[config.mk]
export PLATFORM = sky130hd
export DESIGN_NAME = fifo_wr_arbiter
export DESIGN_NICKNAME = d
export VERILOG_FILES = /design/src/rtl/fifo_wr_arbiter.sv
export SDC_FILE = /design/constraint.sdc
export NUM_CORES = 1
export LEC_CHECK = 0
export CAP_MARGIN = 20
export CORE_ASPECT_RATIO = 0.9
export CORE_UTILIZATION = 42
export DETAILED_ROUTE_END_ITERATION = 7
export PLACE_DENSITY = 0.81
export SLEW_MARGIN = 5
export SYNTH_ARGS = -nofsm -noshare
export SYNTH_HDL_FRONTEND = slang
export SYNTH_SLANG_ARGS = --single-unit
export TNS_END_PERCENT = 10
[constraint.sdc]
create_clock -name clk -period 4.8 [get_ports clk]
set_input_delay 0.72 -clock clk [delete_from_list [all_inputs] [get_ports clk]]
set_output_delay 0.72 -clock clk [all_outputs]
set_load 0.01 [all_outputs]
[src/rtl/fifo_wr_arbiter.sv]
// fifo_wr_arbiter: round-robin burst arbiter sharing one FIFO write port among NUM_REQ producers
module fifo_wr_arbiter #(
  parameter int NUM_REQ   = 4,
  parameter int DATA_W    = 8,
  parameter int BURST_LEN = 4,
  parameter int ID_W      = (NUM_REQ > 2) ? $clog2(NUM_REQ) : 1
) (
  input  logic                      clk,
  input  logic                      rst,
  input  logic [NUM_REQ-1:0]        req_valid,
  input  logic [NUM_REQ*DATA_W-1:0] req_data,
  output logic [NUM_REQ-1:0]        req_ready,
  output logic                      wr,
  output logic [DATA_W-1:0]         data_in,
  input  logic                      full,
  output logic                      grant_valid,
  output logic [ID_W-1:0]           grant_id
);
  typedef enum logic {IDLE, GRANT} state_t;
  state_t state_q, state_d;
  logic [ID_W-1:0] grant_id_q, grant_id_d, last_id_q, last_id_d, pick, idx;
  logic [7:0] beat_cnt_q, beat_cnt_d;
  logic found, busy, cur_valid;
  logic [DATA_W-1:0] data_arr [NUM_REQ];
  for (genvar i = 0; i < NUM_REQ; i++) begin : g_unpack
    assign data_arr[i] = req_data[i*DATA_W +: DATA_W];
  end
  assign busy        = state_q == GRANT;
  assign cur_valid   = req_valid[grant_id_q];
  assign grant_valid = busy;
  assign grant_id    = grant_id_q;
  // an in-flight beat during reset must not reach the FIFO nor be acknowledged
  assign wr          = busy & cur_valid & ~full & ~rst;
  assign req_ready   = (busy & ~full & ~rst) ? NUM_REQ'(1) << grant_id_q : '0;
  assign data_in     = busy ? data_arr[grant_id_q] : '0;
  always_comb begin
    pick  = last_id_q;
    found = 1'b0;
    idx   = '0;
    for (int k = 1; k <= NUM_REQ; k++) begin
      idx = ID_W'((int'(last_id_q) + k) % NUM_REQ);
      if (!found && req_valid[idx]) begin
        pick  = idx;
        found = 1'b1;
      end
    end
  end
  always_comb begin
    state_d    = state_q;
    grant_id_d = grant_id_q;
    last_id_d  = last_id_q;
    beat_cnt_d = beat_cnt_q;
    if (!busy) begin
      if (|req_valid) begin
        state_d    = GRANT;
        grant_id_d = pick;
        beat_cnt_d = '0;
      end
    end else if (!cur_valid) begin
      state_d   = IDLE;
      last_id_d = grant_id_q;
    end else if (!full) begin
      beat_cnt_d = beat_cnt_q + 8'd1;
      if (beat_cnt_q == 8'(BURST_LEN - 1)) begin
        state_d   = IDLE;
        last_id_d = grant_id_q;
      end
    end
  end
  always_ff @(posedge clk) begin
    if (rst) begin
      state_q    <= IDLE;
      grant_id_q <= '0;
      last_id_q  <= ID_W'(NUM_REQ - 1);
      beat_cnt_q <= '0;
    end else begin
      state_q    <= state_d;
      grant_id_q <= grant_id_d;
      last_id_q  <= last_id_d;
      beat_cnt_q <= beat_cnt_d;
    end
  end
endmodule

==> results of run 1 <==
final cells by class:
type                       count  area [µm²]  share of cell area [%]
multi-input combinational     89       708.2                   44.99
clock inverter                 1       5.005                  0.3180
timing repair buffer          54       540.5                   34.34
clock buffer                   3       22.52                   1.431
inverter                       1       3.754                  0.2385
tap                           27       33.78                   2.146
sequential                    13       260.3                   16.53
cells in the mapped netlist:
library cell / count / area, µm²
or2_2: 2 / 12.51
a211o_1: 1 / 8.760
a21oi_1: 4 / 20.02
inv_1: 1 / 3.750
a32o_1: 1 / 10.01
mux4_2: 8 / 180.2
a311o_1: 2 / 20.02
and2_1: 8 / 50.05
mux2_2: 1 / 11.26
mux4_1: 1 / 26.28
clkbuf_2: 1 / 5.000
nor2b_1: 2 / 12.51
clkbuf_1: 5 / 18.77
dfxtp_1: 13 / 260.3
nand3b_1: 1 / 7.510
nand3_1: 3 / 15.01
nor3b_1: 1 / 7.510
and2b_1: 1 / 7.510
nand2_1: 6 / 22.52
mux2i_1: 1 / 10.01
nor4_1: 2 / 12.51
nand2b_1: 3 / 18.77
a31oi_1: 1 / 6.260
buf_6: 2 / 22.52
a211oi_1: 1 / 7.510
nor2_1: 15 / 56.30
xor2_1: 6 / 52.55
o211ai_1: 1 / 7.510
o21ai_0: 3 / 15.01
nand4_1: 3 / 18.77
buf_2: 2 / 10.01
a221oi_1: 1 / 8.760
ha_1: 1 / 12.51
and2_4: 1 / 8.760
a21bo_2: 1 / 10.01
and3_1: 4 / 25.02
nor4b_1: 1 / 8.760
and4_1: 2 / 17.52
worst register-to-register path: stages, from the launching register on:
cell,delay (ns)
dfxtp_1,0.76
mux4_2,0.73
nand2_1,0.16
mux2_2,0.35
nor2_1,0.08
power groups by stage:
stage | sequential [W] | clock (W) | combinational, W
global placement | 0.000133 | 0 | 0.000112
global route | 0.000133 | 0.0000780 | 0.000124
finish | 0.000131 | 0.0000689 | 0.000116
floorplan | 0.000120 | 0 | 0.0000725
CTS | 0.000131 | 0.0000702 | 0.000116
detailed placement | 0.000134 | 0 | 0.000115
sequential cells by signal (all words and copies together), names as in the netlist:
signal       cells
last_id_q        2
beat_cnt_q       8
grant_valid      1
grant_id         2
worst paths after layout:
path	from	to	slack, ns	cells past startpoint
hold / removal	beat_cnt_q[7]	beat_cnt_q[7]	0.53	2
setup / recovery	full	req_ready[0]	1.42	5
setup reg to reg	grant_id[1]	beat_cnt_q[0]	2.66	4
hold reg to reg	beat_cnt_q[7]	beat_cnt_q[7]	0.53	2
metrics by stage:
step | std cells | instance area [µm²]
after floorplan | 113 | 1028
after global placement | 184 | 1546
after detailed placement | 184 | 1546
after CTS | 188 | 1574
after global routing | 188 | 1574
final | 188 | 1574
metal layers:
metal  up-vias  GRT usage (%)  share of wire, %  routed length, µm
met3         4          5.607               8.3                243
met1       496          29.55                38               1120
met5         -              0                 0                  0
met4         0          3.846              0.96                 28
li1        512              -                 -                  -
met2        52          40.24                52               1534
kinds of logic (layout without fill, tap and decap cells):
logic type,after synthesis,count (layout)
AND/OR/NAND/NOR,55,55
AO/OA/AOI/OAI,16,16
flip-flops,13,13
multiplexers,11,11
buffers and inverters,11,59
XOR/XNOR,6,6
adder cells (fa/ha/maj),1,1
==> implementation parameters, run 1 <==
Parameter                              Value

Critical path
  Data arrival time of the critical path    2.66 ns
  Cell chain of the critical path    clkdlybuf4s50_1 -> nor2b_1 -> and2b_1 -> nor3b_1 -> clkdlybuf4s50_1
  Most Frequent Cell on Critical Path    clkdlybuf4s50_1
  CP peak stage delay    0.58 ns
  Worst-path cell with the longest stage delay    clkdlybuf4s50_1
  Largest driver fanout on the critical path    8
  Element type at the critical path end    output pin
  Critical Path Source Type    input port
  CP Buf/Inv Count    2
  Required time at the worst-slack endpoint    4.08 ns
  Worst path top cell family by delay    buffers and inverters
  Kind of critical path    input port to output pin

Yosys
  Gate count of the mapped netlist    113
  Synth Area in XOR/XNOR    5.109%
  Count of synthesis-stage warnings from yosys    0
  Register area share after synthesis    25.30%
  Simple logic cell fraction of the synthesized area    29.32%
  Synthesized net count    153
  Largest family of logic cells by synthesized area    simple AND/OR/NAND/NOR gates
  Number of library cell types mapped by synthesis    38
  Cell Area, Synth    1028 µm²
  Adder-cell area share of the yosys netlist    1.217%
  Register bit count reported by yosys    13
  Area fraction in compound gates after synthesis    11.07%
  Multiplexer share of the synthesized area    22.14%
  Mean area per synthesized cell    9.102 µm²

Status
  Status    finished, final reports clean

Power and ir drop
  Comb pwr share    36.6%
  Relative contribution of the clock network to total power    21.8%
  VDD IR-drop max    0.2565 mV
  Power Density    200.5 nW/µm²
  Switching Power    0.00009283 W
  Internal Pwr Total    0.0002228 W
  Final total power    0.0003156 W
  Lkg Pwr    0.5634 nW
  Sequential group share of total power    41.5%
  Sw Ratio    29.41%

Final layout
  Final design utilization    70.20%
  Share of final-layout standard cells stronger than drive strength 1    10.56%
  Most common cell after layout, fill and taps aside    clkdlybuf4s50_1
  Post-layout nets    202
  Commonest cells after routing, fill and taps aside    clkdlybuf4s50_1 (54), nor2_1 (15), dfxtp_1 (13)
  Number of diodes added for antenna fixing    0
  Number of filler instances in the final layout    195
  Area growth from synthesis to layout    53.04%

STA
  Max Fclk    296.2 MHz
  WHS    0.5263 ns
  Count of final setup violators    0
  Final setup slack of the worst path    1.424 ns
  Number of slew-limit violations in the final report    0
  Slew of the pin with the lowest slew margin    0.7924 ns
  Fin Setup TNS    0 ns
  Final critical-path required period    3.376 ns
  Worst slew margin relative to its limit    47.10%
  Worst Clk Skew    0.003281 ns
  Final hold viol count    0
  Tcrit/Tclk final    70.33%
  Unrepaired setup endpoints after global routing    no

CTS
  Clock root buffer master    clkbuf_4
  Clock latency at the later pin of the worst-skew pair    0.28 ns
  Depth of the CTS H-tree    1
  CTS clock-pin slew for the worst setup and hold paths    0.08 ns
  TritonCTS clock tree    built
  Number of hold-repair buffers added at the cts stage    0
  Number of buffers inserted by post-CTS setup repair    0
  Post-cts resize count    0
  Buffer depth of the longest clock path    2
  Sinks on Clock Net    13
  Clock buffers created by TritonCTS    3

Drt
  Routed vias/inst    5.660
  Wire length reported by the detailed router    2926 µm
  Routed len/inst    15.56 µm
  DRC errors left    0
  DRC violation total after the first TritonRoute iteration    11
  Antenna Nets Post-Route    0
  Total vias in the final route    1064
  Number of detailed-routing iterations run before antenna repair    4

Floorplan
  Chip Width    54.16 µm
  Count of standard-cell rows    16
  Core region area    2242 µm²
  Number of primary I/O pins    55
  Area of the die    2651 µm²
  Die outline height    48.95 µm
  Initial standard-cell utilization of the core    45.87%

Min path
  Hold Crit Class    register to register

Placed design
  Count of buffers from port buffering    54
  Weighted congestion at the end of routability-driven global placement    0.8264
  Detail Placement HPWL    2273 µm
  Worst slack at placement    1.441 ns

Global routing
  All-layer global routing usage    23.50%
  Vias in the first global route    976
  Number of antenna violations at the first check in global routing    0
  First-pass GRT wire length    4609 µm
  Maximum number of pins on one net before global-route repair    20
  Total global routing overflow    0

Job
  Count of maximum capacitance violations    0
Note: power is estimated with default switching activity, not from simulation.
==> inputs of run 2 (changes only) <==
--- a/config.mk
+++ b/config.mk
@@ -7,9 +7,9 @@
 export LEC_CHECK = 0
 export CAP_MARGIN = 20
 export CORE_ASPECT_RATIO = 0.9
-export CORE_UTILIZATION = 42
+export CORE_UTILIZATION = 39
 export DETAILED_ROUTE_END_ITERATION = 7
-export PLACE_DENSITY = 0.81
+export PLACE_DENSITY = 0.76
 export SLEW_MARGIN = 5
 export SYNTH_ARGS = -nofsm -noshare
 export SYNTH_HDL_FRONTEND = slang
==> constraint.sdc (replaced) <==
create_clock -name clk -period 3.17 [get_ports clk]
set_input_delay 0.4755 -clock clk [delete_from_list [all_inputs] [get_ports clk]]
set_output_delay 0.4755 -clock clk [all_outputs]
set_load 0.01 [all_outputs]
==> run 2 against run 1 <==
  * Critical path depth is 1 lower
  * Largest power group is now combinational logic
  * Worst setup slack worse by 1.1 ns
  * Largest cell class unchanged
  * Core utilization is 5.1 points lower
  * Critical endpoint is now data_in[5]
  * Cell area is 2.0% higher
  * Sequential power is 44% higher
  * Critical path type is now register to output pin
  * Clock skew hardly changed
  * Die area is 7.4% higher
  * Global-route usage is 1.7 points lower
==> implementation parameters, run 2 (synthesis gave the netlist of run 1 again) <==
Parameter                              Value

Drt
  Routed vias/inst    5.539 (was 5.660)
  Routed len/inst    15.35 µm (was 15.56 µm)
  Wire length reported by the detailed router    2963 µm (was 2926 µm)
  DRC violation total after the first TritonRoute iteration    39 (was 11)
  Number of detailed-routing iterations run before antenna repair    4 (unchanged)
  Antenna Nets Post-Route    0 (unchanged)
  Total vias in the final route    1069 (was 1064)
  DRC errors left    0 (unchanged)

Status
  Status    finished, final reports clean (unchanged)

STA
  Slew of the pin with the lowest slew margin    0.5385 ns (was 0.7924 ns)
  Fin Setup TNS    0 ns (unchanged)
  Number of slew-limit violations in the final report    0 (unchanged)
  Final hold viol count    0 (unchanged)
  Count of final setup violators    0 (unchanged)
  Worst slew margin relative to its limit    64.05% (was 47.10%)
  Unrepaired setup endpoints after global routing    no (unchanged)
  Tcrit/Tclk final    88.46%
  Worst Clk Skew    0.003191 ns (was 0.003281 ns)
  Final critical-path required period    2.804 ns
  Max Fclk    356.6 MHz

Placed design
  Cell area after placement    1578 µm² (was 1546 µm²)
  Count of buffers from port buffering    54 (unchanged)
  Detail Placement HPWL    2355 µm (was 2273 µm)
  Weighted congestion at the end of routability-driven global placement    0.7956 (was 0.8264)

Critical path
  Data arrival time of the critical path    2.33 ns (was 2.66 ns)
  Element type at the critical path end    output pin (unchanged)
  Largest driver fanout on the critical path    10 (was 8)
  Kind of critical path    register to output pin (was input port to output pin)
  R2r setup slk    1.41 ns (was 2.66 ns)
  Required time at the worst-slack endpoint    2.69 ns (was 4.08 ns)
  Critical Path Source Type    register (was input port)

Min path
  Hold Crit Class    register to register (unchanged)

Final layout
  Final design utilization    65.06% (was 70.20%)
  Most flop-heavy register    beat_cnt_q (unchanged)
  Flip-flop count of the largest register, all copies and words added    8 (unchanged)
  Post-route cell area    1605 µm² (was 1574 µm²)
  Share of final-layout standard cells stronger than drive strength 1    12.73% (was 10.56%)
  Number of diodes added for antenna fixing    0 (unchanged)
  Most common cell after layout, fill and taps aside    clkdlybuf4s50_1 (unchanged)
  Post-layout nets    206 (was 202)
  Area growth from synthesis to layout    56.08% (was 53.04%)
  Commonest cells after routing, fill and taps aside    clkdlybuf4s50_1 (54), nor2_1 (15), dfxtp_1 (13) (unchanged)
  Number of filler instances in the final layout    214 (was 195)

Global routing
  Maximum number of pins on one net before global-route repair    20 (unchanged)
  All-layer global routing usage    21.82% (was 23.50%)
  First-pass GRT wire length    4857 µm (was 4609 µm)
  Total global routing overflow    0 (unchanged)
  Vias in the first global route    949 (was 976)
  Number of antenna violations at the first check in global routing    0 (unchanged)

CTS
  Clock latency at the later pin of the worst-skew pair    0.29 ns (was 0.28 ns)
  Clock root buffer master    clkbuf_4 (unchanged)
  Post-cts resize count    0 (unchanged)
  Depth of the CTS H-tree    1 (unchanged)
  TritonCTS clock tree    built (unchanged)
  Number of hold-repair buffers added at the cts stage    0 (unchanged)
  Sinks on Clock Net    13 (unchanged)
  Clock buffers created by TritonCTS    3 (unchanged)
  Number of buffers inserted by post-CTS setup repair    0 (unchanged)
  CTS clock-pin slew for the worst setup and hold paths    0.08 ns (about the same)
  Buffer depth of the longest clock path    2 (unchanged)

Floorplan
  Area of the die    2847 µm² (was 2651 µm²)
  Core region area    2467 µm² (was 2242 µm²)
  Chip Width    56.13 µm (was 54.16 µm)
  Number of primary I/O pins    55 (unchanged)
  Initial standard-cell utilization of the core    41.68% (was 45.87%)
  Count of standard-cell rows    17 (was 16)
  Die outline height    50.72 µm (was 48.95 µm)

Power and ir drop
  Lkg Pwr    0.5839 nW (was 0.5634 nW)
  VDD IR-drop max    0.3143 mV (was 0.2565 mV)
  Power Density    302.7 nW/µm² (was 200.5 nW/µm²)

Job
  Count of maximum capacitance violations    0 (unchanged)
[run 2: changes by cell type in the layout (fill, tap and decap cells not counted), sizes merged]
| cell | change |
|---|---|
| buf | +4 |
[run 2: critical path, cell delays in order (launching register included)]
cell and delay [ns]:
dfxtp_1 0.62, buf_4 0.27, mux4_2 0.50, and2_1 0.17
clkdlybuf4s50_1 0.48
[run 2: path summary, 6_finish.rpt]
kind                 startpoint            end  cells past startpoint
setup / recovery    grant_id[0]     data_in[5]                      4
hold / removal    beat_cnt_q[7]  beat_cnt_q[7]                      2
setup reg to reg    grant_id[0]   last_id_q[0]                      3
hold reg to reg   beat_cnt_q[7]  beat_cnt_q[7]                      2
[run 2: power breakdown]
part | total, W | internal [W] | switching (W) | leakage, nW
Sequential | 0.000188 | 0.000171 | 0.0000171 | 0.106
Combinational | 0.000192 | 0.000125 | 0.0000669 | 0.460
Clock | 0.000106 | 0.0000470 | 0.0000592 | 0.0177
Total | 0.000486 | 0.000343 | 0.000143 | 0.584
[run 2: metal layers]
| metal | vias up | wire length (µm) | global-route usage [%] |
|---|---|---|---|
| met3 | 4 | 142 | 3.866 |
| met1 | 510 | 1301 | 28.50 |
| li1 | 517 | - | - |
| met2 | 38 | 1483 | 36.71 |
| met4 | 0 | 35 | 6.911 |
| met5 | - | 0 | 0 |
[run 2: stage by stage]
| stage | std cells | setup slack, ns | hold WS (ns) | total power [W] |
|---|---|---|---|---|
| floorplan | 113 | 1.190 | 0.4633 | 0.0002914 |
| global placement | 189 | 0.4424 | 0.5014 | 0.0003778 |
| detailed placement | 189 | 0.4053 | 0.5093 | 0.0003837 |
| CTS | 193 | 0.3552 | 0.5388 | 0.0004916 |
| global route | 193 | 0.2280 | 0.5813 | 0.0005137 |
| finish | 193 | 0.3657 | 0.5325 | 0.0004859 |
[run 2: area by class of cell]
class	count	area [µm²]	share of cell area (%)
clock buffer	3	22.52	1.403
clock inverter	1	5.005	0.3118
inverter	1	3.754	0.2338
multi-input combinational	89	708.2	44.12
sequential	13	260.3	16.21
tap	28	35.03	2.182
timing repair buffer	58	570.5	35.54
